===== config.mk =====
export PLATFORM = sky130hd
export DESIGN_NAME = multi_timer_flat
export DESIGN_NICKNAME = d
export VERILOG_FILES = /design/src/rtl/multi_timer_if.sv /design/src/rtl/multi_timer.sv /design/src/flat_wrapper.sv
export SDC_FILE = /design/constraint.sdc
export NUM_CORES = 1
export LEC_CHECK = 0
export ABC_CLOCK_PERIOD_IN_PS = 3200
export CORE_MARGIN = 1.5
export CORE_UTILIZATION = 31
export CTS_CLUSTER_SIZE = 28
export DETAILED_ROUTE_END_ITERATION = 10
export GPL_TIMING_DRIVEN = 1
export SYNTH_ARGS = -nofsm -noshare
export SYNTH_HDL_FRONTEND = slang
export SYNTH_SLANG_ARGS = --single-unit

===== constraint.sdc =====
create_clock -name clk -period 3.2 [get_ports clk]
set_clock_uncertainty 0.05 [all_clocks]
set_input_delay 0.64 -clock clk [delete_from_list [all_inputs] [get_ports clk]]
set_output_delay 0.64 -clock clk [all_outputs]
set_load 0.03 [all_outputs]

===== src/rtl/multi_timer_if.sv =====
// rtl/multi_timer_if.sv - configuration and output bundle for multi_timer
interface multi_timer_if #(
    parameter int NUM_CH = 4,
    parameter int CNT_W  = 16,
    parameter int PRE_W  = 8,
    parameter int CH_W   = (NUM_CH > 1) ? $clog2(NUM_CH) : 1
);
    logic              cfg_we;
    logic [CH_W-1:0]   cfg_ch;
    logic [CNT_W-1:0]  cfg_period;
    logic              cfg_oneshot;
    logic [NUM_CH-1:0] ch_en;
    logic [PRE_W-1:0]  pre_div;
    logic [NUM_CH-1:0] tick;
    logic [NUM_CH-1:0] tog_out;
    logic [NUM_CH-1:0] busy;

    modport master (
        output cfg_we, cfg_ch, cfg_period, cfg_oneshot, ch_en, pre_div,
        input  tick, tog_out, busy
    );

    modport slave (
        input  cfg_we, cfg_ch, cfg_period, cfg_oneshot, ch_en, pre_div,
        output tick, tog_out, busy
    );
endinterface


===== src/rtl/multi_timer.sv =====
// rtl/multi_timer.sv - multi-channel period timer with tick and toggle outputs
// Optional shared prescaler compiled in with MULTI_TIMER_PRESCALE_EN.
module multi_timer #(
    parameter int NUM_CH = 4,
    parameter int CNT_W  = 16,
    parameter int PRE_W  = 8
) (
    input  logic           clk,
    input  logic           rst,
    multi_timer_if.slave   bus
);
    localparam int CH_W = (NUM_CH > 1) ? $clog2(NUM_CH) : 1;

    logic adv;

`ifdef MULTI_TIMER_PRESCALE_EN
    logic [PRE_W-1:0] pc_q;

    // >= rather than == so lowering pre_div below pc never stalls the strobe
    assign adv = (pc_q >= bus.pre_div);

    always_ff @(posedge clk) begin
        if (rst) begin
            pc_q <= '0;
        end else if (adv) begin
            pc_q <= '0;
        end else begin
            pc_q <= pc_q + PRE_W'(1);
        end
    end
`else
    logic unused_pre;

    assign adv        = 1'b1;
    assign unused_pre = ^bus.pre_div;
`endif

    for (genvar i = 0; i < NUM_CH; i++) begin : g_ch
        logic [CNT_W-1:0] per_q, cnt_q, per_d, cnt_d;
        logic             mode_q, done_q, tick_q, tog_q, busy_q;
        logic             mode_d, done_d, tick_d, tog_d;
        logic             wr, live;

        // Out-of-range channel numbers never match any genvar, so they are dropped
        assign wr   = bus.cfg_we && (bus.cfg_ch == CH_W'(i));
        assign live = bus.ch_en[i] && (per_q != '0) && !done_q && adv;

        always_comb begin
            per_d  = per_q;
            cnt_d  = cnt_q;
            mode_d = mode_q;
            done_d = done_q;
            tick_d = 1'b0;
            tog_d  = tog_q;
            if (wr) begin
                per_d  = bus.cfg_period;
                mode_d = bus.cfg_oneshot;
                cnt_d  = '0;
                done_d = 1'b0;
            end else if (!bus.ch_en[i]) begin
                cnt_d  = '0;
                done_d = 1'b0;
            end else if (live) begin
                if (cnt_q == per_q - CNT_W'(1)) begin
                    cnt_d  = '0;
                    tick_d = 1'b1;
                    tog_d  = ~tog_q;
                    done_d = mode_q;
                end else begin
                    cnt_d = cnt_q + CNT_W'(1);
                end
            end
        end

        always_ff @(posedge clk) begin
            if (rst) begin
                per_q  <= '0;
                cnt_q  <= '0;
                mode_q <= 1'b0;
                done_q <= 1'b0;
                tick_q <= 1'b0;
                tog_q  <= 1'b0;
                busy_q <= 1'b0;
            end else begin
                per_q  <= per_d;
                cnt_q  <= cnt_d;
                mode_q <= mode_d;
                done_q <= done_d;
                tick_q <= tick_d;
                tog_q  <= tog_d;
                busy_q <= bus.ch_en[i] && (per_d != '0) && !done_d;
            end
        end

        assign bus.tick[i]    = tick_q;
        assign bus.tog_out[i] = tog_q;
        assign bus.busy[i]    = busy_q;
    end
endmodule


===== src/flat_wrapper.sv =====
// flat-port wrapper written by rule: the top's interface ports become plain ports
module multi_timer_flat 
#(
    parameter int NUM_CH = 4,
    parameter int CNT_W  = 16,
    parameter int PRE_W  = 8
)
  (clk, rst, bus_cfg_we, bus_cfg_ch, bus_cfg_period, bus_cfg_oneshot, bus_ch_en, bus_pre_div, bus_tick, bus_tog_out, bus_busy);
  multi_timer_if #(.NUM_CH(NUM_CH), .CNT_W(CNT_W), .PRE_W(PRE_W)) bus_i ();
  input  logic clk;
  input  logic rst;
  input wire logic [$bits(bus_i.cfg_we)-1:0] bus_cfg_we;
  input wire logic [$bits(bus_i.cfg_ch)-1:0] bus_cfg_ch;
  input wire logic [$bits(bus_i.cfg_period)-1:0] bus_cfg_period;
  input wire logic [$bits(bus_i.cfg_oneshot)-1:0] bus_cfg_oneshot;
  input wire logic [$bits(bus_i.ch_en)-1:0] bus_ch_en;
  input wire logic [$bits(bus_i.pre_div)-1:0] bus_pre_div;
  output wire logic [$bits(bus_i.tick)-1:0] bus_tick;
  output wire logic [$bits(bus_i.tog_out)-1:0] bus_tog_out;
  output wire logic [$bits(bus_i.busy)-1:0] bus_busy;
  assign bus_i.cfg_we = bus_cfg_we;
  assign bus_i.cfg_ch = bus_cfg_ch;
  assign bus_i.cfg_period = bus_cfg_period;
  assign bus_i.cfg_oneshot = bus_cfg_oneshot;
  assign bus_i.ch_en = bus_ch_en;
  assign bus_i.pre_div = bus_pre_div;
  assign bus_tick = bus_i.tick;
  assign bus_tog_out = bus_i.tog_out;
  assign bus_busy = bus_i.busy;
  multi_timer #(.NUM_CH(NUM_CH), .CNT_W(CNT_W), .PRE_W(PRE_W)) u_core (.clk(clk), .rst(rst), .bus(bus_i));
endmodule

======== After elaboration in Yosys (flattened, before gate mapping) ========
Cells that the tools add are included.
word-level totals
  register bits after elaboration ......... 148
  input bits .............................. 34
  output and inout bits ................... 12
  word-level logic and storage cells ...... 136
cells by class
  add/subtract/negate cells ............... 8
  equal/unequal tests ..................... 7
  muxes and demuxes ....................... 28
  bitwise gates (word level) .............. 16
  reduce and logical (&&, ||, !) cells .... 49
operators with widths
  kind                     number
  $mux W16                 8
  $reduce_bool A16 Y1      8
  $add A16 B1 Y16 const B  4
  $eq A16 B16 Y1           4
  $sub A16 B1 Y16 const B  4
  $logic_and A1 B1 Y1      20
  $mux W1                  20
  $not A1 Y1               16
  $reduce_and A4 Y1        4
  $reduce_or A4 Y1         4
  $reduce_or A3 Y1         4
  $logic_not A1 Y1         8
  $eq A2 B2 Y1 const B     2
  $eq A2 B1 Y1 const B     1
  $logic_not A2 Y1         1

======== Logic depth before layout (Yosys ltp) ========
Gate-level depths: netlist (run 1).
  depth in word-level cells ............... 8
  gate-level depth with buffers ........... 13
  depth with buffers taken out ............ 9

======== Least setup slack after synthesis (run 1) ========
No wires, ideal clock.
  path kind ............................... reg2reg
  start point ............................. register u_core.g_ch[2].per_q[0]
  end point ............................... register u_core.g_ch[2].tog_q
  library setup time ...................... 0.121 ns
  arrival ................................. 2.718 ns
  data required time ...................... 3.029 ns
  slack ................................... 0.311 ns
  cell stages (with the launch flop) ...... 11
  path buffers ............................ 1
  period minus slack after synthesis ...... 2.889 ns
  cells stage by stage .................... dfxtp_1 > inv_1 > ha_1 > or4b_2 > clkbuf_1 > nor3_1 > nand2_1 > a2111o_1 > and3_1 > nor3_1 > mux2_2
between the ends
  cells in the longest elaborated chain, start to end .. 4
  elaborated cells on any way between the ends .. 6
  those cells by class .................... add/sub (1); eq/ne (1); reduce/logical (4)
RTL lines
  item                                                                     line               text
  from (decl)                                                              multi_timer.sv:39  logic [CNT_W-1:0] per_q, cnt_q, per_d, cnt_d;
  from (signal assigned)                                                   multi_timer.sv:85  per_q <= per_d;
  parallel branches: the longest is 3 deep, another holds $sub A16 B1 Y16  --
  $reduce_and A4 Y1 (no line) (*)                                          --
  to (signal assigned)                                                     multi_timer.sv:90  tog_q <= tog_d;
  to (decl)                                                                multi_timer.sv:40  logic mode_q, done_q, tick_q, tog_q, busy_q;
Every way passes the cells marked *.
A chain may end at the register's enable or synchronous reset.

======== Worst setup path in the final report (run 1) ========
  start point ............................. register u_core.g_ch[0].per_q[0]
  end point ............................... register u_core.g_ch[0].tog_q
between the ends
  cells in the longest elaborated chain, start to end .. 4
  elaborated cells on any way between the ends .. 6
  those cells by class .................... add/sub (1); eq/ne (1); reduce/logical (4)
RTL lines
  item                                                                     line
  from (decl)                                                              multi_timer.sv:39
  from (signal assigned)                                                   multi_timer.sv:85
  parallel branches: the longest is 3 deep, another holds $sub A16 B1 Y16  --
  $reduce_and A4 Y1 (no line) (*)                                          --
  to (signal assigned)                                                     multi_timer.sv:90
  to (decl)                                                                multi_timer.sv:40
Marks and branches as above.

==> implementation parameters, run 1 <==
Parameter                              Value

Placed design
  Gp weighted congestion    0.898
  Total placed instance area    9530 um2
  DP HPWL    16800 um
  Placed Instances    1491
  Port Buf Inserts    37

Worst setup path
  Worst path arrival time    3.38 ns
  Critical path startpoint category    register
  Category of the worst setup path capture point    register
  Cell chain of the critical path    inv_1 > ha_1 > or4b_2 > nor4_1 > buf_4 > xor2_1 > o211ai_1 > nand4_1 > buf_4 > or4_1 > a21oi_1
  Type of the setup path with the least slack    reg -> reg
  Critical Path Fanout Max    3
  Cell repeated most along the worst path    buf_4
  Worst Path Required    3.52 ns
  Largest stage delay on the critical path    0.64 ns
  Crit-path slowest cell    or4b_2

STA
  Post-route worst hold slack    0.426 ns
  Final Hold Viols    0
  Final worst-path cycle share    95.6%
  Maximum achievable frequency    327 MHz
  Pin slew with the least headroom to its limit    0.842 ns
  Minimum clock period after layout    3.06 ns
  Setup-failing EPs final    0
  RSZ-0062 raised after global routing    false
  Final count of pins violating max slew    0
  Headroom to the max-slew limit    43.4%

Global route
  GRT Resource Usage Total    16.2%
  Grt total ovfl    0
  Vias in the first global route    7160
  Maximum number of pins on one net before global-route repair    35
  Antenna violations before repair    0
  Global-route wire length before repair    37200 um

Drt
  Final antenna-violating net count    0
  Number of search-and-repair iterations in the first detailed-routing pass    5
  Starting DRT DRC Count    486
  Mean routed wirelength per cell    15.1 um
  Number of remaining DRC errors    0
  Vias/cell    5.10
  Via Count    7769
  Final routed wirelength across all metal layers    22900 um

Logic synthesis
  Total of warnings raised by yosys    0
  Syn Std Cell Area    8650 um2
  Post-Synthesis Mean Instance Area    7.87 um2
  Area contributors post-synth    dfxtp_1 34%, nand2_1 8.0%, xnor2_1 7.9%, xor2_1 5.8%, a21oi_1 4.7%
  Dominant cell type by area after synthesis    dfxtp_1
  Post-synthesis sequential area ratio    34.2%
  Primary flip-flop cell chosen by synthesis mapping    dfxtp_1
  Gate count of the mapped netlist    1100
  Yosys cell types    79
  EDFF count, synth    0
  Yosys reg bits    148
  Nets in the synthesized netlist    1142
  Share of the synthesized area in the top cell type    34.2%
  Post-synthesis async set-or-reset flop share    0%

Pwr
  Worst IR drop on VDD    0.291 mV
  Reported leakage power    3.57 nW
  Final Total Pwr    4.58 mW
  Power per unit of standard cell area    452 nW/um2

Clock tree
  Hold-fix buffers, CTS    0
  Post-CTS Setup Inserts    0
  Clk sink count    148
  Register clock-pin slew on the reported worst setup and hold paths    0.07 ns
  CTS tree    yes
  Clock root cell    clkbuf_16
  Buffers from clock root to sink, at most    2
  Worst-Skew Late Latency    0.43 ns
  Num CTS Buffers    17
  Number of levels in the clock H-tree    4

Finish
  Antenna cells    0
  Sequential standard cell area    2960 um2
  Share of layout cells above drive strength 1    11.4%
  Number of inserted filler cells in the final layout    2851
  Final cell count without fillers    1523
  Area occupied by multi-input gates    5210 um2
  Core utilization of the finished layout    37.2%
  Post-layout nets    1180
  Layout overhead on the synthesized area    16.9%
  Final Cell Area    10100 um2

Floorplan
  Area of the core    27200 um2
  Placement Rows    60
  Initial Util    31.8%
  Die span in x    170 um
  DIE AREA    28900 um2
  Die span in y    170 um
  I/O pin total    46

Hold path
  Class of the tightest hold or removal check    reg -> reg

Run
  Max-cap violations    0

Outcome
  Status    finished, final reports clean
==> Yosys cell counts (6+ instances only) <==
| master | instances |
|---|---|
| nand2_1 | 184 |
| dfxtp_1 | 148 |
| nor2_1 | 96 |
| a21oi_1 | 82 |
| xnor2_1 | 78 |
| xor2_1 | 57 |
| clkbuf_1 | 49 |
| nor3_1 | 42 |
| nand3_1 | 36 |
| nor4_1 | 30 |
| nand4_1 | 28 |
| and3_1 | 19 |
| inv_1 | 17 |
| nor2b_1 | 15 |
| buf_4 | 14 |
| nand2b_1 | 13 |
| or4_1 | 12 |
| or3_1 | 11 |
| o21ai_0 | 10 |
| ha_1 | 8 |
| nor3b_1 | 7 |
| nor4b_1 | 7 |
| o31ai_1 | 7 |
| a31oi_1 | 6 |
| buf_2 | 6 |
| mux2i_1 | 6 |
==> state kept, by name, summed over array words and instances (netlist names) <==
register            flops
u_core.g_ch.cnt_q      64
u_core.g_ch.per_q      64
u_core.g_ch.busy_q      4
u_core.g_ch.done_q      4
u_core.g_ch.mode_q      4
u_core.g_ch.tick_q      4
u_core.g_ch.tog_q       4
==> through the flow <==
step	TNS, ns	worst slack (ns)
2_1_floorplan	0	0.311
3_3_place_gp	-1.28	-0.0873
3_5_place_dp	-1.66	-0.121
4_1_cts	0	0.119
5_1_grt	0	0.00134
6_report	0	0.140
==> where the power goes <==
group	internal, mW	leakage, nW	switching [mW]	total [mW]
combinational	0.302	2.10	0.392	0.694
clock	1.03	0.276	0.927	1.96
sequential	1.88	1.20	0.0450	1.92
total	3.21	3.57	1.36	4.58
==> path summary, 6_finish.rpt <==
path | from | end | slack (ns) | depth (start not counted)
setup / recovery | u_core.g_ch[0].per_q[0]$_SDFF_PP0_ | u_core.g_ch[0].tog_q$_SDFFE_PP0P_ | 0.14 | 11
hold / removal | u_core.g_ch[2].mode_q$_SDFFE_PP0P_ | u_core.g_ch[2].mode_q$_SDFFE_PP0P_ | 0.43 | 2
setup reg to reg | u_core.g_ch[0].per_q[0]$_SDFF_PP0_ | u_core.g_ch[0].tog_q$_SDFFE_PP0P_ | 0.14 | 11
hold reg to reg | u_core.g_ch[2].mode_q$_SDFFE_PP0P_ | u_core.g_ch[2].mode_q$_SDFFE_PP0P_ | 0.43 | 2
==> logic make-up (layout without fill, tap and decap cells) <==
logic type,count (synthesis),count (layout),synth area share (%)
simple gates,537,537,31.2
compound gates,167,167,12.9
flops,148,148,34.2
xor+xnor,135,135,13.7
buf+inv,96,147,5.80
mux,9,9,1.08
fa+ha+maj,8,8,1.16
==> layout make-up <==
type | instances | share of cell area, %
inverters | 17 | 0.631
clock inverters | 15 | 1.39
well taps | 372 | 4.60
flip-flops and latches | 148 | 29.3
repair buffers | 98 | 8.39
clock buffers | 17 | 4.21
multi-input cells | 856 | 51.5
==> cell usage in the layout (no fill, tap or decap), drive strengths merged, types with 7 or more instances in the layout <==
cell type | Yosys | routed
o21ai | 11 | 11
xor2 | 57 | 57
nand2b | 13 | 13
o31ai | 8 | 8
and3 | 19 | 19
nor3b | 7 | 7
or3 | 11 | 11
nor2b | 15 | 15
clkbuf | 55 | 17
dfxtp | 148 | 148
nand2 | 184 | 184
a21oi | 82 | 82
nor2 | 96 | 96
clkdlybuf4s50 | 1 | 36
buf | 23 | 62
nor4 | 33 | 33
ha | 8 | 8
nand4 | 28 | 28
nand3 | 36 | 36
xnor2 | 78 | 78
or4 | 15 | 15
inv | 17 | 26
nor4b | 7 | 7
nor3 | 42 | 42
==> layer usage <==
layer / GRT usage (%) / wire (um) / vias up
met1: 21.1 / 10800 / 3666
met2: 26.4 / 10800 / 146
met5: 0 / 0 / -
met4: 5.46 / 411 / 0
li1: - / - / 3922
met3: 3.58 / 997 / 35
==> timing repair <==
action / 4_1_cts / 5_1_grt
setup endpoints to repair: 16 / 1
gates resized for setup: 1 / 3
cloned: 0 / 0
==> worst max-delay path, delay by kind of cell, from the launching register on <==
family                     cells  cell delay (ns)
adders and majority gates      1             0.17
DFF                            1             0.31
xor gates and xnor gates       1             0.05
and+or+nand+nor                4             1.60
AOI/OAI and AO/OA              2             0.41
buffers and inverters          3             0.41
(Power assumes the default switching activity.)
==> run 2, diff against run 1 <==
--- a/config.mk
+++ b/config.mk
@@ -11,6 +11,7 @@
 export CTS_CLUSTER_SIZE = 28
 export DETAILED_ROUTE_END_ITERATION = 10
 export GPL_TIMING_DRIVEN = 1
+export SETUP_SLACK_MARGIN = 0.2
 export SYNTH_ARGS = -nofsm -noshare
 export SYNTH_HDL_FRONTEND = slang
 export SYNTH_SLANG_ARGS = --single-unit
==> run 2 against run 1 <==
Against the previous run:
- first-iteration DRC count down 1.0%
- routed wire length up 0.68%
- largest power group unchanged
- sequential share of layout area down 0.25 points
- utilization up 0.32 points
- critical endpoint unchanged
- combinational power up 4.5%
- worst setup slack better by 0.18 ns
- final area up 0.85%
- critical path type unchanged
- hold slack about the same
- global-route usage about the same
- flip-flop and latch count unchanged
- die area unchanged
- via count up 0.81%
==> implementation parameters, run 2 (synthesis gave the netlist of run 1 again) <==
Parameter                              Value

Outcome
  Status    finished, final reports clean (unchanged)

Finish
  Share of layout cells above drive strength 1    12.5% (was 11.4%)
  Layout overhead on the synthesized area    17.9% (was 16.9%)
  Post-layout nets    1183 (was 1180)
  Regs by FF count    u_core.g_ch.cnt_q x64, u_core.g_ch.per_q x64 (unchanged)
  Antenna cells    0 (unchanged)
  Leading cell type in the layout, fill and taps excluded    nand2_1 (unchanged)
  Number of inserted filler cells in the final layout    2844 (was 2851)
  Commonest non-fill, non-tap cells in the layout    184 x nand2_1, 148 x dfxtp_1, 95 x nor2_1 (unchanged)

Clock tree
  CTS tree    yes (unchanged)
  Num CTS Buffers    17 (unchanged)
  Number of levels in the clock H-tree    4 (unchanged)
  Buffers from clock root to sink, at most    2 (unchanged)
  Clock root cell    clkbuf_16 (unchanged)
  Register clock-pin slew on the reported worst setup and hold paths    0.07 ns (about the same)
  Clk sink count    148 (unchanged)
  Worst-Skew Late Latency    0.43 ns (about the same)

STA
  Maximum achievable frequency    347 MHz (was 327 MHz)
  Pin slew with the least headroom to its limit    0.691 ns (was 0.842 ns)
  Post-route worst hold slack    0.426 ns (about the same)
  Final Hold Viols    0 (unchanged)
  RSZ-0062 raised after global routing    true (was false)
  Final worst-path cycle share    90.1% (was 95.6%)
  Minimum clock period after layout    2.88 ns (was 3.06 ns)
  Headroom to the max-slew limit    53.7% (was 43.4%)
  Setup-failing EPs final    0 (unchanged)
  Final count of pins violating max slew    0 (unchanged)

Drt
  Vias/cell    5.13 (was 5.10)
  Final routed wirelength across all metal layers    23100 um (was 22900 um)
  Number of remaining DRC errors    0 (unchanged)
  Mean routed wirelength per cell    15.1 um (about the same)
  Via Count    7832 (was 7769)
  Starting DRT DRC Count    481 (was 486)
  Final antenna-violating net count    0 (unchanged)
  Number of search-and-repair iterations in the first detailed-routing pass    5 (unchanged)

Worst setup path
  Worst Setup SP    u_core.g_ch[0].per_q[1]$_SDFF_PP0_ (was u_core.g_ch[0].per_q[0]$_SDFF_PP0_)
  Worst path arrival time    3.20 ns (was 3.38 ns)
  Worst Path Required    3.52 ns (about the same)
  R2R depth    9 (was 11)
  Setup crit end    u_core.g_ch[0].tog_q$_SDFFE_PP0P_ (unchanged)
  Launch instance of the worst register-to-register path    u_core.g_ch[0].per_q[1]$_SDFF_PP0_ (was u_core.g_ch[0].per_q[0]$_SDFF_PP0_)
  Setup slack of the most critical reg-to-reg path    0.32 ns (was 0.14 ns)
  Critical path startpoint category    register (unchanged)
  Capture instance of the worst register-to-register path    u_core.g_ch[0].tog_q$_SDFFE_PP0P_ (unchanged)
  Critical Path Fanout Max    6 (was 3)
  Category of the worst setup path capture point    register (unchanged)
  Type of the setup path with the least slack    reg -> reg (unchanged)

Global route
  GRT Resource Usage Total    16.2% (about the same)
  Grt total ovfl    0 (unchanged)
  Global-route wire length before repair    37300 um (was 37200 um)
  Maximum number of pins on one net before global-route repair    35 (unchanged)
  Vias in the first global route    7186 (was 7160)
  Antenna violations before repair    0 (unchanged)

Floorplan
  Initial Util    31.8% (unchanged)
  DIE AREA    28900 um2 (unchanged)
  Die span in x    170 um (unchanged)
  Area of the core    27200 um2 (unchanged)
  Placement Rows    60 (unchanged)
  Die span in y    170 um (unchanged)
  I/O pin total    46 (unchanged)

Pwr
  Final Total Pwr    4.61 mW (was 4.58 mW)
  Worst IR drop on VDD    0.290 mV (was 0.291 mV)
  Reported leakage power    3.60 nW (was 3.57 nW)
  Power per unit of standard cell area    452 nW/um2 (about the same)

Placed design
  Gp weighted congestion    0.898 (unchanged)
  DP HPWL    16800 um (unchanged)
  Port Buf Inserts    37 (unchanged)

Hold path
  Class of the tightest hold or removal check    reg -> reg (unchanged)

Run
  Max-cap violations    0 (unchanged)
[run 2: changes by cell type in the layout (fill, tap and decap cells not counted), sizes merged]
cell | previous run | this run
buf | 62 | 65
[run 2: critical path, stage by stage (launching register included)]
cell and delay [ns]:
dfxtp_1 0.31, buf_4 0.15, nor4_2 0.46, nand4_1 0.26
mux2_2 0.35, a211oi_1 0.22, nand4_1 0.17, buf_4 0.18
or4_4 0.51, a21oi_2 0.16
[run 2: worst min-delay path by stage]
stage                     slack (ns)                                   to  cells past startpoint                                 from
after floorplan                 0.38   u_core.g_ch[0].mode_q$_SDFFE_PP0P_                      2   u_core.g_ch[0].mode_q$_SDFFE_PP0P_
after global placement          0.39   u_core.g_ch[0].mode_q$_SDFFE_PP0P_                      2   u_core.g_ch[0].mode_q$_SDFFE_PP0P_
after detailed placement        0.41   u_core.g_ch[0].mode_q$_SDFFE_PP0P_                      2   u_core.g_ch[0].mode_q$_SDFFE_PP0P_
after CTS                       0.43   u_core.g_ch[0].mode_q$_SDFFE_PP0P_                      2   u_core.g_ch[0].mode_q$_SDFFE_PP0P_
after global routing            0.46  u_core.g_ch[3].per_q[14]$_SDFF_PP0_                      2  u_core.g_ch[3].per_q[14]$_SDFF_PP0_
final                           0.43   u_core.g_ch[2].mode_q$_SDFFE_PP0P_                      2   u_core.g_ch[2].mode_q$_SDFFE_PP0P_
[run 2: final cells by class]
type	instances	area, um2	share of cell area (%)
Inverter	17	63.8	0.625
Multi-Input combinational cell	856	5270	51.7
Timing Repair Buffer	101	871	8.54
Sequential cell	148	2960	29.0
Tap cell	372	465	4.56
Clock buffer	17	425	4.17
Clock inverter	15	140	1.37
[run 2: where the power goes]
part	internal, mW	total (mW)	switching [mW]
Clock	1.03	1.96	0.928
Sequential	1.88	1.92	0.0459
Combinational	0.323	0.725	0.401
Total	3.23	4.61	1.38
[run 2: repair_timing]
item | CTS | global route
pin swaps | 3 | 4
cloned | 0 | 0
setup buffers | 3 | 0
gates resized for setup | 3 | 14
endpoints found under the hold margin | 0 | 0
hold buffers | 0 | 0
setup endpoints to repair | 19 | 69
[run 2: stage by stage]
| step | area, um2 | setup WS (ns) | util, % | setup TNS, ns | instances |
|---|---|---|---|---|---|
| final | 10200 | 0.317 | 37.5 | 0 | 1526 |
| after global routing | 10200 | 0.177 | 37.5 | 0 | 1526 |
| after CTS | 10100 | 0.216 | 37.3 | 0 | 1526 |
| after detailed placement | 9530 | -0.121 | 35.1 | -1.66 | 1491 |
| after global placement | 9530 | -0.0873 | 35.1 | -1.28 | 1491 |
| after floorplan | 8650 | 0.311 | - | 0 | 1100 |
[run 2: layer usage]
layer | GRT usage (%) | part of all wire (%)
met4 | 5.46 | 1.8
met2 | 26.6 | 47
met3 | 3.58 | 4.3
met5 | 0 | 0
met1 | 21.0 | 47
==> run 3, diff against run 2 <==
--- a/config.mk
+++ b/config.mk
@@ -12,6 +12,7 @@
 export DETAILED_ROUTE_END_ITERATION = 10
 export GPL_TIMING_DRIVEN = 1
 export SETUP_SLACK_MARGIN = 0.2
+export SKIP_LAST_GASP = 1
 export SYNTH_ARGS = -nofsm -noshare
 export SYNTH_HDL_FRONTEND = slang
 export SYNTH_SLANG_ARGS = --single-unit
==> results of run 3 <==
No change in the layout: final DEF, timing and power equal those of run 2.
